<file path="src/rtl/spi_slave_frontend_if.sv">
// Bundles the SPI pins and the RAM-side word/response handshake of
// spi_slave_frontend. The slave modport is the frontend's view; the
// master modport is the view of whatever drives the pins and models the RAM.
interface spi_slave_frontend_if #(
  parameter int MEM_WIDTH = 8
);
  logic                 SS_n;
  logic                 MOSI;
  logic                 MISO;
  logic [MEM_WIDTH+1:0] rx_data;
  logic                 rx_valid;
  logic [MEM_WIDTH-1:0] tx_data;
  logic                 tx_valid;

  modport slave (
    input  SS_n, MOSI, tx_data, tx_valid,
    output MISO, rx_data, rx_valid
  );

  modport master (
    output SS_n, MOSI, tx_data, tx_valid,
    input  MISO, rx_data, rx_valid
  );
endinterface

</file>
<file path="src/rtl/spi_slave_frontend.sv">
// SPI slave frontend: deserialises MOSI frames (select bit + control/payload
// word, MSB first) into one-cycle rx_valid strobes for the RAM, and shifts the
// RAM's read response back out on MISO. One bit per clk edge while SS_n is low.
// CNT_WIDTH must satisfy 2**CNT_WIDTH > MEM_WIDTH+2.
module spi_slave_frontend #(
  parameter int MEM_WIDTH = 8,
  parameter int CNT_WIDTH = 4
) (
  input logic                 clk,
  input logic                 rst,
  spi_slave_frontend_if.slave bus
);

  localparam int                   WORD_W  = MEM_WIDTH + 2;
  localparam logic [CNT_WIDTH-1:0] LAST_RX = CNT_WIDTH'(WORD_W - 1);
  localparam logic [CNT_WIDTH-1:0] LAST_TX = CNT_WIDTH'(MEM_WIDTH - 1);

  typedef enum logic [2:0] {
    IDLE,
    CHK_CMD,
    WRITE,
    READ_ADD,
    READ_DATA
  } state_t;

  state_t                 state;
  // Holds the first WORD_W-1 bits; the last bit is taken straight from MOSI.
  logic [WORD_W-2:0]      shift_reg;
  logic [CNT_WIDTH-1:0]   counter;
  logic                   rd_addr_received;
  logic                   word_done;
  logic                   tx_busy;
  logic                   tx_done;
  logic [MEM_WIDTH-1:0]   tx_shift;
  logic                   miso_reg;
  logic [WORD_W-1:0]      rx_data_reg;
  logic                   rx_valid_reg;

  assign bus.MISO     = miso_reg;
  assign bus.rx_data  = rx_data_reg;
  assign bus.rx_valid = rx_valid_reg;

  // Frame FSM: word reception, read-response serialisation, SS_n abort.
  always_ff @(posedge clk or posedge rst) begin
    if (rst) begin
      state            <= IDLE;
      shift_reg        <= '0;
      counter          <= '0;
      rd_addr_received <= 1'b0;
      word_done        <= 1'b0;
      tx_busy          <= 1'b0;
      tx_done          <= 1'b0;
      tx_shift         <= '0;
      miso_reg         <= 1'b0;
      rx_data_reg      <= '0;
      rx_valid_reg     <= 1'b0;
    end else begin
      rx_valid_reg <= 1'b0;
      if (state != IDLE && bus.SS_n) begin
        // Frame abort or normal end: partial word dropped, rd flag untouched.
        state     <= IDLE;
        miso_reg  <= 1'b0;
        counter   <= '0;
        word_done <= 1'b0;
        tx_busy   <= 1'b0;
        tx_done   <= 1'b0;
      end else begin
        case (state)
          IDLE: begin
            miso_reg  <= 1'b0;
            counter   <= '0;
            word_done <= 1'b0;
            tx_busy   <= 1'b0;
            tx_done   <= 1'b0;
            if (!bus.SS_n) begin
              state <= CHK_CMD;
            end
          end
          CHK_CMD: begin
            counter   <= '0;
            word_done <= 1'b0;
            if (!bus.MOSI) begin
              state <= WRITE;
            end else if (rd_addr_received) begin
              state <= READ_DATA;
            end else begin
              state <= READ_ADD;
            end
          end
          WRITE, READ_ADD, READ_DATA: begin
            if (!word_done) begin
              shift_reg <= {shift_reg[WORD_W-3:0], bus.MOSI};
              counter   <= counter + 1'b1;
              if (counter == LAST_RX) begin
                rx_data_reg  <= {shift_reg, bus.MOSI};
                rx_valid_reg <= 1'b1;
                word_done    <= 1'b1;
                if (state == READ_ADD) begin
                  rd_addr_received <= 1'b1;
                end
              end
            end else if (state == READ_DATA && !tx_done) begin
              // Counter is reused as the MISO bit index once the word is in.
              if (!tx_busy) begin
                if (bus.tx_valid) begin
                  miso_reg <= bus.tx_data[MEM_WIDTH-1];
                  tx_shift <= {bus.tx_data[MEM_WIDTH-2:0], 1'b0};
                  counter  <= '0;
                  tx_busy  <= 1'b1;
                end
              end else if (counter == LAST_TX) begin
                miso_reg         <= 1'b0;
                tx_busy          <= 1'b0;
                tx_done          <= 1'b1;
                rd_addr_received <= 1'b0;
              end else begin
                miso_reg <= tx_shift[MEM_WIDTH-1];
                tx_shift <= tx_shift << 1;
                counter  <= counter + 1'b1;
              end
            end
          end
          default: begin
            state <= IDLE;
          end
        endcase
      end
    end
  end

endmodule

</file>
<file path="src/flat_wrapper.sv">
// flat-port wrapper written by rule: the top's interface ports become plain ports
module spi_slave_frontend_flat 
#(
  parameter int MEM_WIDTH = 8,
  parameter int CNT_WIDTH = 4
)
  (clk, rst, bus_SS_n, bus_MOSI, bus_tx_data, bus_tx_valid, bus_MISO, bus_rx_data, bus_rx_valid);
  spi_slave_frontend_if #(.MEM_WIDTH(MEM_WIDTH)) bus_i ();
  input logic clk;
  input logic rst;
  input wire logic [$bits(bus_i.SS_n)-1:0] bus_SS_n;
  input wire logic [$bits(bus_i.MOSI)-1:0] bus_MOSI;
  input wire logic [$bits(bus_i.tx_data)-1:0] bus_tx_data;
  input wire logic [$bits(bus_i.tx_valid)-1:0] bus_tx_valid;
  output wire logic [$bits(bus_i.MISO)-1:0] bus_MISO;
  output wire logic [$bits(bus_i.rx_data)-1:0] bus_rx_data;
  output wire logic [$bits(bus_i.rx_valid)-1:0] bus_rx_valid;
  assign bus_i.SS_n = bus_SS_n;
  assign bus_i.MOSI = bus_MOSI;
  assign bus_i.tx_data = bus_tx_data;
  assign bus_i.tx_valid = bus_tx_valid;
  assign bus_MISO = bus_i.MISO;
  assign bus_rx_data = bus_i.rx_data;
  assign bus_rx_valid = bus_i.rx_valid;
  spi_slave_frontend #(.MEM_WIDTH(MEM_WIDTH), .CNT_WIDTH(CNT_WIDTH)) u_core (.clk(clk), .rst(rst), .bus(bus_i));
endmodule
</file>
<file path="config.mk">
export PLATFORM = sky130hd
export DESIGN_NAME = spi_slave_frontend_flat
export DESIGN_NICKNAME = d
export VERILOG_FILES = /design/src/rtl/spi_slave_frontend_if.sv /design/src/rtl/spi_slave_frontend.sv /design/src/flat_wrapper.sv
export SDC_FILE = /design/constraint.sdc
export NUM_CORES = 1
export LEC_CHECK = 0
export BUFFER_PORTS_ARGS = -buffer_cell sky130_fd_sc_hd__buf_2
export CAP_MARGIN = 20
export CORE_ASPECT_RATIO = 1.75
export CORE_MARGIN = 2
export CORE_UTILIZATION = 45
export DETAILED_ROUTE_END_ITERATION = 12
export SYNTH_ARGS = -nofsm -noshare
export SYNTH_HDL_FRONTEND = slang
export SYNTH_SLANG_ARGS = --single-unit
export TNS_END_PERCENT = 30
</file>
<file path="constraint.sdc">
create_clock -name clk -period 2.69 [get_ports clk]
set_input_delay 0.6725 -clock clk [delete_from_list [all_inputs] [get_ports clk]]
set_output_delay 0.6725 -clock clk [all_outputs]
set_load 0.01 [all_outputs]
</file>
# Yosys cells after proc, flatten, opt, wreduce, memory -nomap -nowiden
# Index checks and enable logic that the tools add are counted.
# word_totals
reg_bits,40
wordCells,103
out_inout_bits,12
input_bits,13
# classes
mux,48
addsub,1
reduce_logical,21
eq_ne,20
bitwise,2
# op_table
cell,count
$mux W1,29
$mux W4,6
$mux W8,3
$mux W3,4
$ne A3 B1 Y1 const B,4
$reduce_and A4 Y1,3
$ne A5 B5 Y1 const B,2
$pmux W3 S3,1
$reduce_bool A3 Y1,3
$ne A2 B2 Y1 const B,4
$pmux W1 S2,4
$pmux W4 S2,1
$reduce_and A7 Y1,1
$eq A3 B2 Y1 const B,2
$reduce_and A3 Y1,2
$reduce_and A6 Y1,1
$reduce_bool A2 Y1,3
$reduce_and A5 Y1,1
$add A4 B1 Y4 const B,1
$eq A4 B3 Y1 const B,1
$eq A4 B4 Y1 const B,1
$ne A4 B2 Y1 const B,1
$ne A4 B4 Y1 const B,1
$eq A3 B1 Y1 const B,1
other kinds (10),12

# Longest topological paths before layout
# Gate-level depths: netlist of run 1.
# logic_depth
depth_word,7
ltp_mapped,6

# Worst setup path after synthesis of run 1
# OpenSTA, ideal clock, no wires.
# synth_path
path_type,input to register
from,in bus_SS_n
to,reg u_core.rx_data_reg[0] (netlist: u_core.bus.rx_data[0])
required_time_ns,2.565
path_stages,6
path_buffers,2
setup_ns,0.125
path_slack_ns,0.509
arrival_time_ns,2.056
path_cell_list,clkbuf_1 -> nor3b_1 -> nor2_2 -> nor3_1 -> buf_4 -> mux2_2
# synth_between
elab_chain_cells,3
# synth_rtl
item,line_no,source
start: declaration,flat_wrapper.sv:11,input wire logic [$bits(bus_i.SS_n)-1:0] bus_SS_n;
$logic_and A1 B1 Y1,spi_slave_frontend.sv:59,if (state != IDLE && bus.SS_n) begin
$not A1 Y1 (no source line),--,
$reduce_and A4 Y1 (no source line),--,
end signal: assignment,spi_slave_frontend.sv:95,"rx_data_reg <= {shift_reg, bus.MOSI};"
end: declaration,spi_slave_frontend.sv:36,logic [WORD_W-1:0] rx_data_reg;
# No other way between the ends.
# A chain may end at the register's enable or synchronous reset.

# Worst setup path after layout of run 1
# layout_path
from,reg u_core.state[2]
to,reg u_core.tx_shift[5]
# layout_between
elab_chain_cells,4
# layout_rtl
item,line_no,source
start: declaration,spi_slave_frontend.sv:26,state_t state;
start signal: assignment,spi_slave_frontend.sv:46,state <= IDLE;
start signal: assignment,spi_slave_frontend.sv:61,state <= IDLE;
start signal: assignment,spi_slave_frontend.sv:76,state <= CHK_CMD;
branches (longest 3 deep; another with $eq A3 B2 Y1),--,
$reduce_and A6 Y1 (no source line) *,--,
end signal: assignment,spi_slave_frontend.sv:107,"tx_shift <= {bus.tx_data[MEM_WIDTH-2:0], 1'b0};"
end signal: assignment,spi_slave_frontend.sv:118,tx_shift <= tx_shift << 1;
end: declaration,spi_slave_frontend.sv:34,logic [MEM_WIDTH-1:0] tx_shift;
# Every way passes the cells marked *.

==> flow_summary.ini, run 1 <==
[setup_path]
worstSetupPathType = reg -> reg
path_cells = or4b_4, a211o_1, nor3_4, mux2_2
rr_worst_depth = 4
critPathLaunch = u_core.state[2]
slowest_delay_ns = 0.53
critPathSlowestCell = or4b_4
critPathMaxFanout = 11
critPathBufInv = 0
crit_cells = 4
reg2reg_from = u_core.state[2]
r2r_slack_ns = 0.51
cp_data_required_time_ns = 2.86
endpoint_kind = flip-flop
r2r_end = u_core.tx_shift[5]
cpLargestDelayFamily = simple AND/OR/NAND/NOR gates
critPathLaunchType = flip-flop
crit_arrival_ns = 2.35
critPathCapture = u_core.tx_shift[5]

[synthesis]
syn_inst = 148
syn_nets = 163
synthArstFlopShare_pct = 100
synth.distinct_cells = 39
synth_top_area_cell = dfrtp_1
yosysWarnings = 0
syn_area_um2 = 1840
ys.flop_type = dfrtp_1
yosysSeqAreaShare_pct = 53.1
synth_most_common_cell = dfrtp_1
postSynthAreaPerCell_um2 = 12.4
synth_common_cells = dfrtp_1, mux2_2, inv_1, nand2_1, nor3_1
synthTopCellsByArea = dfrtp_1, mux2_2, nor3_1, o2bb2ai_1, a31oi_1
yosysTopAreaCellShare_pct = 53.1
synth_edf_count = 0
ys_seq_elements = 39

[sta]
fin_crit_sh_pct = 80.9
setup_viol = 0
rsz0062_at_grt = false
period_needed_ns = 2.18
slew_violations = 0
max_freq_mhz = 459
hold_ws_ns = 0.481
tns_ns = 0
hold_violations = 0
worst_slack_ns = 0.514
worst_pin_slew_ns = 0.565
max_slew_margin_pct = 62.3
skew_ns = 0.00505

[place]
placed_area_um2 = 1990
numPortBuffers = 24
dp_slack_ns = 0.238
dp.cells = 214
dpl.hpwl_mm = 2.50
gp_congestion = 0.840

[die]
initial_utilization_pct = 47.1
fp-row-count = 30
die_w_um = 52.3
chipHeight_um = 88.5
die_area_um2 = 4630
io_pins = 25
core-area_um2 = 3900

[cts]
cts_resized = 0
root_buffer = clkbuf_8
htreeDepth = 2
postCtsSetupRepairBufs = 0
clock_sinks = 39
cts_buffers = 5
path_clk_slew_ns = 0.07
insertion_delay_ns = 0.29
clock_path_buffers = 2
hold_buffers = 0
cts_tree = done

[layout]
drive_gt1_share_pct = 42.2
stdcell_area_um2 = 2090
largest_reg_flops = 10
num-nets-final = 188
finish.utilization_pct = 53.6
fin_cells = 221
areaGrowthSynthToFinish_pct = 13.9
fillCellCount = 343
multi_input_area_um2 = 797
antenna_cells = 0
regArea_um2 = 976

[outcome]
status = complete, no violations

[route]
first_pass_iters = 4
routed_via_density = 5.56
drt-initial-drc-count = 33
drt-total-wl_mm = 3.39
vias = 1229
route.detailed.drc = 0
drtAntennaViolNets = 0
wl_per_cell_um = 15.3

[power]
p_per_area_nw_per_um2 = 635
peakVddDrop_v = 0.000511
power_leakage_nw = 1.03
p_total_mw = 1.33

[min_path]
hold_class = in -> async

[global_routing]
grt_antenna_before_repair = 0
grt_overflow = 0
grt_max_degree = 40
grt_pass1_vias = 1291
grtUsageTotal_pct = 16.9
grt_pass1_wl_mm = 5.75

[run]
cap_violations = 0
[logic make-up after synthesis]
kind of cell | synth area share (%)
AO/OA/AOI/OAI | 8.78
multiplexers | 21.4
adder cells (fa/ha/maj) | 1.36
AND/OR/NAND/NOR | 11.8
flip-flops | 53.1
buffers and inverters | 3.54
[metal layers]
metal	routed length, um	GRT usage, %
met3	113	3.55
met4	71	7.93
met1	1380	19.1
met2	1830	29.4
met5	0	0
[how the worst min path moves through the flow]
stage                     startpoint               endpoint  slack (ns)  cells after the start
6_report                         rst     u_core.tx_shift[3]        0.48                      3
4_1_cts                          rst     u_core.tx_shift[3]        0.50                      3
3_5_place_dp   u_core.bus.rx_data[2]  u_core.bus.rx_data[2]        0.49                      1
3_3_place_gp   u_core.bus.rx_data[4]  u_core.bus.rx_data[4]        0.49                      1
2_1_floorplan     u_core.tx_shift[1]     u_core.tx_shift[1]        0.47                      1
5_1_grt                          rst     u_core.tx_shift[3]        0.53                      3
[cells in the final DEF, fill, tap and decap left out, drive strengths merged, types with 2 or more instances in the layout]
cell type  count
nand2b         2
nand2          6
a31oi          4
mux2          34
nor2           7
nor3b          2
o2bb2ai        3
buf           26
clkbuf         6
inv            6
or3            2
a21oi          3
a41oi          2
a211oi         2
ha             2
or2            2
nor3           7
dfrtp         39
[report_power, final]
part / switching (mW) / internal, mW
logic: 0.0715 / 0.0865
clock network: 0.187 / 0.272
registers: 0.0591 / 0.653
[final cells by class]
| cell class | instances | share of cell area, % |
|---|---|---|
| inverter | 6 | 1.08 |
| clock inverter | 1 | 1.43 |
| clock buffer | 6 | 3.47 |
| multi-input combinational | 95 | 38.1 |
| sequential | 39 | 46.6 |
| timing repair buffer | 26 | 6.46 |
| tap | 48 | 2.87 |
[tightest hold or removal path: stages]
cell	delay, ns
buf_2	0.09
inv_1	0.04
buf_4	0.40
No activity file was read; power rests on OpenSTA's default activity.
==> run 2: changes to the inputs <==
Settings changed: PLACE_DENSITY set to 0.67.
Clock period 2.69 ns to 1.9 ns, I/O delays scaled along.
==> run 2 against run 1 <==
  * Total power grew 49%
  * Sequential power grew 39%
  * Final cell count grew 10%
  * Utilization grew 4.9 points
  * Critical path depth grew 1
  * Final area grew 9.2%
  * The flow now finishes with violations (negative setup slack)
==> flow_summary.ini, run 2 (synthesized netlist as in run 1, its figures left out) <==
[global_routing]
grt_antenna_before_repair = 0
grt_pass1_wl_mm = 6.18
use_met3_pct = 3.55
met2_usage_pct = 33.8
grt_pass1_vias = 1413
use_met1_pct = 19.3
grt_overflow = 0
grt_max_degree = 40
grtUsageTotal_pct = 18.1
top_usage_layer = met2

[place]
numPortBuffers = 24
dpl.hpwl_mm = 2.78
gp_congestion = 0.758

[route]
drt-initial-drc-count = 14
route.detailed.drc = 0
vias = 1341
drt-total-wl_mm = 3.70
first_pass_iters = 4
drtAntennaViolNets = 0
wl_per_cell_um = 15.2
routed_via_density = 5.50

[sta]
period_needed_ns = 1.95
rsz0062_at_grt = true
fin_crit_sh_pct = 103
setup_viol = 8
hold_violations = 0
max_freq_mhz = 512
hold_ws_ns = 0.280
slew_violations = 0
worst_pin_slew_ns = 0.494
worst_slack_ns = -0.0528
max_slew_margin_pct = 67.1
skew_ns = 0.00864

[cts]
path_clk_slew_ns = 0.08
cts_buffers = 5
cts_tree = done
insertion_delay_ns = 0.29
clock_path_buffers = 2
clock_sinks = 39
htreeDepth = 2
root_buffer = clkbuf_8

[die]
io_pins = 25
chipHeight_um = 88.5
fp-row-count = 30
initial_utilization_pct = 47.1
die_w_um = 52.3
core-area_um2 = 3900
die_area_um2 = 4630

[power]
p_per_area_nw_per_um2 = 864
pwr-share-comb_pct = 14.9
power_leakage_nw = 1.15
power.internal_mw = 1.48
p_sw_share_pct = 25.3
peakVddDrop_v = 0.000784
switchingPower_mw = 0.500
seq_power_share_pct = 50.1
pwr-share-clk_pct = 35.1

[setup_path]
slowest_delay_ns = 0.54
worstSetupPathType = reg -> reg
critPathMaxFanout = 8
critPathSlowestCell = or4b_4
cp_data_required_time_ns = 2.08
reg2reg_from = u_core.state[0]
cpLargestDelayFamily = simple AND/OR/NAND/NOR gates
r2r_end = u_core.tx_shift[4]
crit_arrival_ns = 2.13
r2r_slack_ns = -0.05
endpoint_kind = flip-flop
critPathLaunchType = flip-flop
rr_worst_depth = 5
critPathBufInv = 1
path_cells = or4b_4, a211o_1, nor3_4, buf_6, mux2_2

[outcome]
status = finished, violations left
violations = negative setup slack

[layout]
mostFrequentLayoutCells = dfrtp_1, mux2_2, buf_2
antenna_cells = 0
largest_reg_flops = 10
areaGrowthSynthToFinish_pct = 24.4
drive_gt1_share_pct = 50.5
final_common_cell = dfrtp_1
finish.utilization_pct = 58.6
num-nets-final = 210

[min_path]
hold_class = in -> async

[run]
cap_violations = 0
run 2: worst max path at each step:
stage,end,cells after the start,start,slack [ns]
floorplan,u_core.tx_shift[1],5,u_core.state[1],-0.12
global placement,u_core.bus.rx_data[3],7,bus_SS_n,-0.05
detailed placement,u_core.tx_shift[4],5,u_core.state[0],-0.06
CTS,u_core.tx_shift[1],5,u_core.state[0],-0.06
global route,u_core.tx_shift[4],5,u_core.state[0],-0.10
finish,u_core.tx_shift[4],5,u_core.state[0],-0.05
run 2: repair_timing:
action | CTS | global route
hold endpoints to repair | 0 | 0
setup buffers | 1 | 1
hold buffers | 0 | 0
resized for setup | 2 | 1
setup endpoints to repair | 19 | 19
run 2: power groups by stage:
stage / Clock [mW] / Combinational, mW / Sequential, mW
after floorplan: 0 / 0.191 / 0.988
after global placement: 0 / 0.278 / 1.00
after detailed placement: 0 / 0.291 / 1.01
after CTS: 0.710 / 0.295 / 0.992
after global routing: 0.738 / 0.324 / 1.00
final: 0.693 / 0.294 / 0.989
run 2: cell type report:
cell class              count  area, um2
multi-input cells          95        811
inverters                   6       22.5
clock inverters             3       43.8
repair buffers             48        304
clock buffers               5       68.8
well taps                  48       60.1
flip-flops and latches     39        976
fillers                   339       1620
run 2: tightest hold or removal path, cell delays in order:
cell and delay (ns):
buf_2 0.09, inv_1 0.04, buf_4 0.41
run 2: metal layers:
metal / wire, um / share of wire [%]
met1: 1420 / 38
met4: 70 / 1.9
met2: 2100 / 57
met5: 0 / 0
met3: 107 / 2.9
run 2: metrics by stage:
stage | TNS, ns | worst slack, ns | std cells | power, mW | area (um2)
2_1_floorplan | -1.66 | -0.122 | 148 | 1.18 | 1840
3_3_place_gp | -0.737 | -0.0480 | 234 | 1.28 | 2140
3_5_place_dp | -0.936 | -0.0649 | 234 | 1.30 | 2140
4_1_cts | -0.374 | -0.0560 | 243 | 2.00 | 2270
5_1_grt | -1.57 | -0.105 | 244 | 2.06 | 2290
6_report | -0.375 | -0.0528 | 244 | 1.98 | 2290
==> run 3: changes to the inputs <==
Settings changed: ABC_CLOCK_PERIOD_IN_PS set to 1900, CAP_MARGIN 20 to not set, SKIP_CTS_REPAIR_TIMING set to 1.
==> run 3 against run 2 <==
  * Setup slack got worse by 0.0011 ns
  * Final area increased by 0.33%
  * Worst hold slack worse by 0.00087 ns
  * The run still ends with negative setup slack left
  * Highest routed layer unchanged
  * Critical endpoint unchanged
==> flow_summary.ini, run 3 (synthesized netlist as in run 1, its figures left out) <==
[outcome]
violations = negative setup slack
status = finished, violations left

[sta]
rsz0062_at_grt = true
worst_pin_slew_ns = 0.492
max_slew_margin_pct = 67.2
max_freq_mhz = 512
hold_ws_ns = 0.279
setup_viol = 8
worst_slack_ns = -0.0539
fin_crit_sh_pct = 103
slew_violations = 0
period_needed_ns = 1.95
skew_ns = 0.00888
hold_violations = 0

[route]
wl_per_cell_um = 15.6
routed_via_density = 5.53
drt-total-wl_mm = 3.78
drt-initial-drc-count = 20
vias = 1344
route.detailed.drc = 0
drtAntennaViolNets = 0
first_pass_iters = 4

[layout]
stdcell_area_um2 = 2290
fillCellCount = 341
mostFrequentLayoutCells = dfrtp_1, mux2_2, buf_2
final_common_cell = dfrtp_1
num-nets-final = 209
largest_reg_flops = 10
areaGrowthSynthToFinish_pct = 24.8
drive_gt1_share_pct = 51.3
antenna_cells = 0

[power]
p_total_mw = 1.98
p_sw_share_pct = 25.4
pwr-share-comb_pct = 15.0
p_per_area_nw_per_um2 = 862
power.internal_mw = 1.47
switchingPower_mw = 0.503
seq_power_share_pct = 50.1
peakVddDrop_v = 0.000783
power_leakage_nw = 1.15
pwr-share-clk_pct = 34.9

[setup_path]
r2r_slack_ns = -0.05
critPathBufInv = 1
critPathSlowestCell = or4b_4
critPathCapture = u_core.tx_shift[4]
slowest_delay_ns = 0.54
critPathMaxFanout = 8
cp_data_required_time_ns = 2.08
crit_cells = 5
reg2reg_from = u_core.state[0]
crit_arrival_ns = 2.13
critPathLaunch = u_core.state[0]
r2r_end = u_core.tx_shift[4]
path_cells = or4b_4, a211o_1, nor3_4, buf_6, mux2_2
rr_worst_depth = 5
endpoint_kind = flip-flop
worstSetupPathType = reg -> reg
critPathLaunchType = flip-flop
cpLargestDelayFamily = simple AND/OR/NAND/NOR gates

[global_routing]
grtUsageTotal_pct = 18.0
grt_overflow = 0
grt_antenna_before_repair = 0
grt_pass1_vias = 1399
grt_max_degree = 40
grt_pass1_wl_mm = 6.15

[cts]
path_clk_slew_ns = 0.08
root_buffer = clkbuf_8
clock_path_buffers = 2
insertion_delay_ns = 0.29
clock_sinks = 39
cts_tree = done
cts_buffers = 5
htreeDepth = 2

[place]
numPortBuffers = 24
placed_area_um2 = 2140
dpl.hpwl_mm = 2.78
gp_congestion = 0.758

[min_path]
hold_class = in -> async

[die]
io_pins = 25
chipHeight_um = 88.5
die_w_um = 52.3
die_area_um2 = 4630
fp-row-count = 30
core-area_um2 = 3900
initial_utilization_pct = 47.1

[run]
cap_violations = 0
## run 3: cell types whose count changed in the layout (fill, tap and decap cells not counted)
cell	change
nor2_2	-1
buf_4	-1
nor3_1	-1
nor3_2	+1
nor3b_1	-1
nor2_4	+1
nor3b_2	+1
## run 3: worst min path at each step
| stage | from | end | slack [ns] | cells past startpoint |
|---|---|---|---|---|
| 5_1_grt | rst | u_core.shift_reg[1] | 0.34 | 3 |
| 3_3_place_gp | u_core.tx_shift[5] | u_core.tx_shift[5] | 0.48 | 1 |
| 6_report | rst | u_core.bus.rx_data[3] | 0.28 | 3 |
| 3_5_place_dp | u_core.tx_shift[6] | u_core.tx_shift[6] | 0.49 | 1 |
| 4_1_cts | rst | u_core.bus.rx_data[4] | 0.30 | 3 |
| 2_1_floorplan | u_core.tx_shift[1] | u_core.tx_shift[1] | 0.47 | 1 |
## run 3: metal layers
| metal | GRT usage (%) | wire length [um] | vias to the layer above |
|---|---|---|---|
| li1 | - | - | 628 |
| met3 | 3.55 | 120 | 7 |
| met4 | 7.46 | 87 | 0 |
| met1 | 19.4 | 1420 | 681 |
| met5 | 0 | 0 | - |
| met2 | 33.2 | 2160 | 28 |
## run 3: power by group through the flow
stage | clock, mW | combinational [mW] | sequential, mW
5_1_grt | 0.738 | 0.325 | 1.00
2_1_floorplan | 0 | 0.191 | 0.988
4_1_cts | 0.710 | 0.293 | 0.992
3_3_place_gp | 0 | 0.278 | 1.00
6_report | 0.691 | 0.296 | 0.990
3_5_place_dp | 0 | 0.291 | 1.01
## run 3: final cells by class
cell class	instances	area, um2	share of cell area, %
clock buffers	5	68.8	3.00
multi-input cells	95	826	36.0
inverters	6	22.5	0.982
repair buffers	47	297	12.9
clock inverters	3	43.8	1.91
flip-flops and latches	39	976	42.6
well taps	48	60.1	2.62
## run 3: per-stage QoR
step	TNS (ns)	setup slack (ns)	std cells	utilization (%)
6_report	-0.380	-0.0539	243	58.8
2_1_floorplan	-1.66	-0.122	148	-
4_1_cts	-0.881	-0.0831	242	57.7
3_3_place_gp	-0.737	-0.0480	234	54.8
3_5_place_dp	-0.936	-0.0649	234	54.8
5_1_grt	-0.965	-0.112	243	58.8
## run 3: worst reg2reg max path: cells and delay by family (launching register included)
family	cells	cell delay, ns
AND/OR/NAND/NOR	2	0.67
multiplexers	1	0.34
AO/OA/AOI/OAI	1	0.30
flip-flops	1	0.38
buffers and inverters	1	0.15
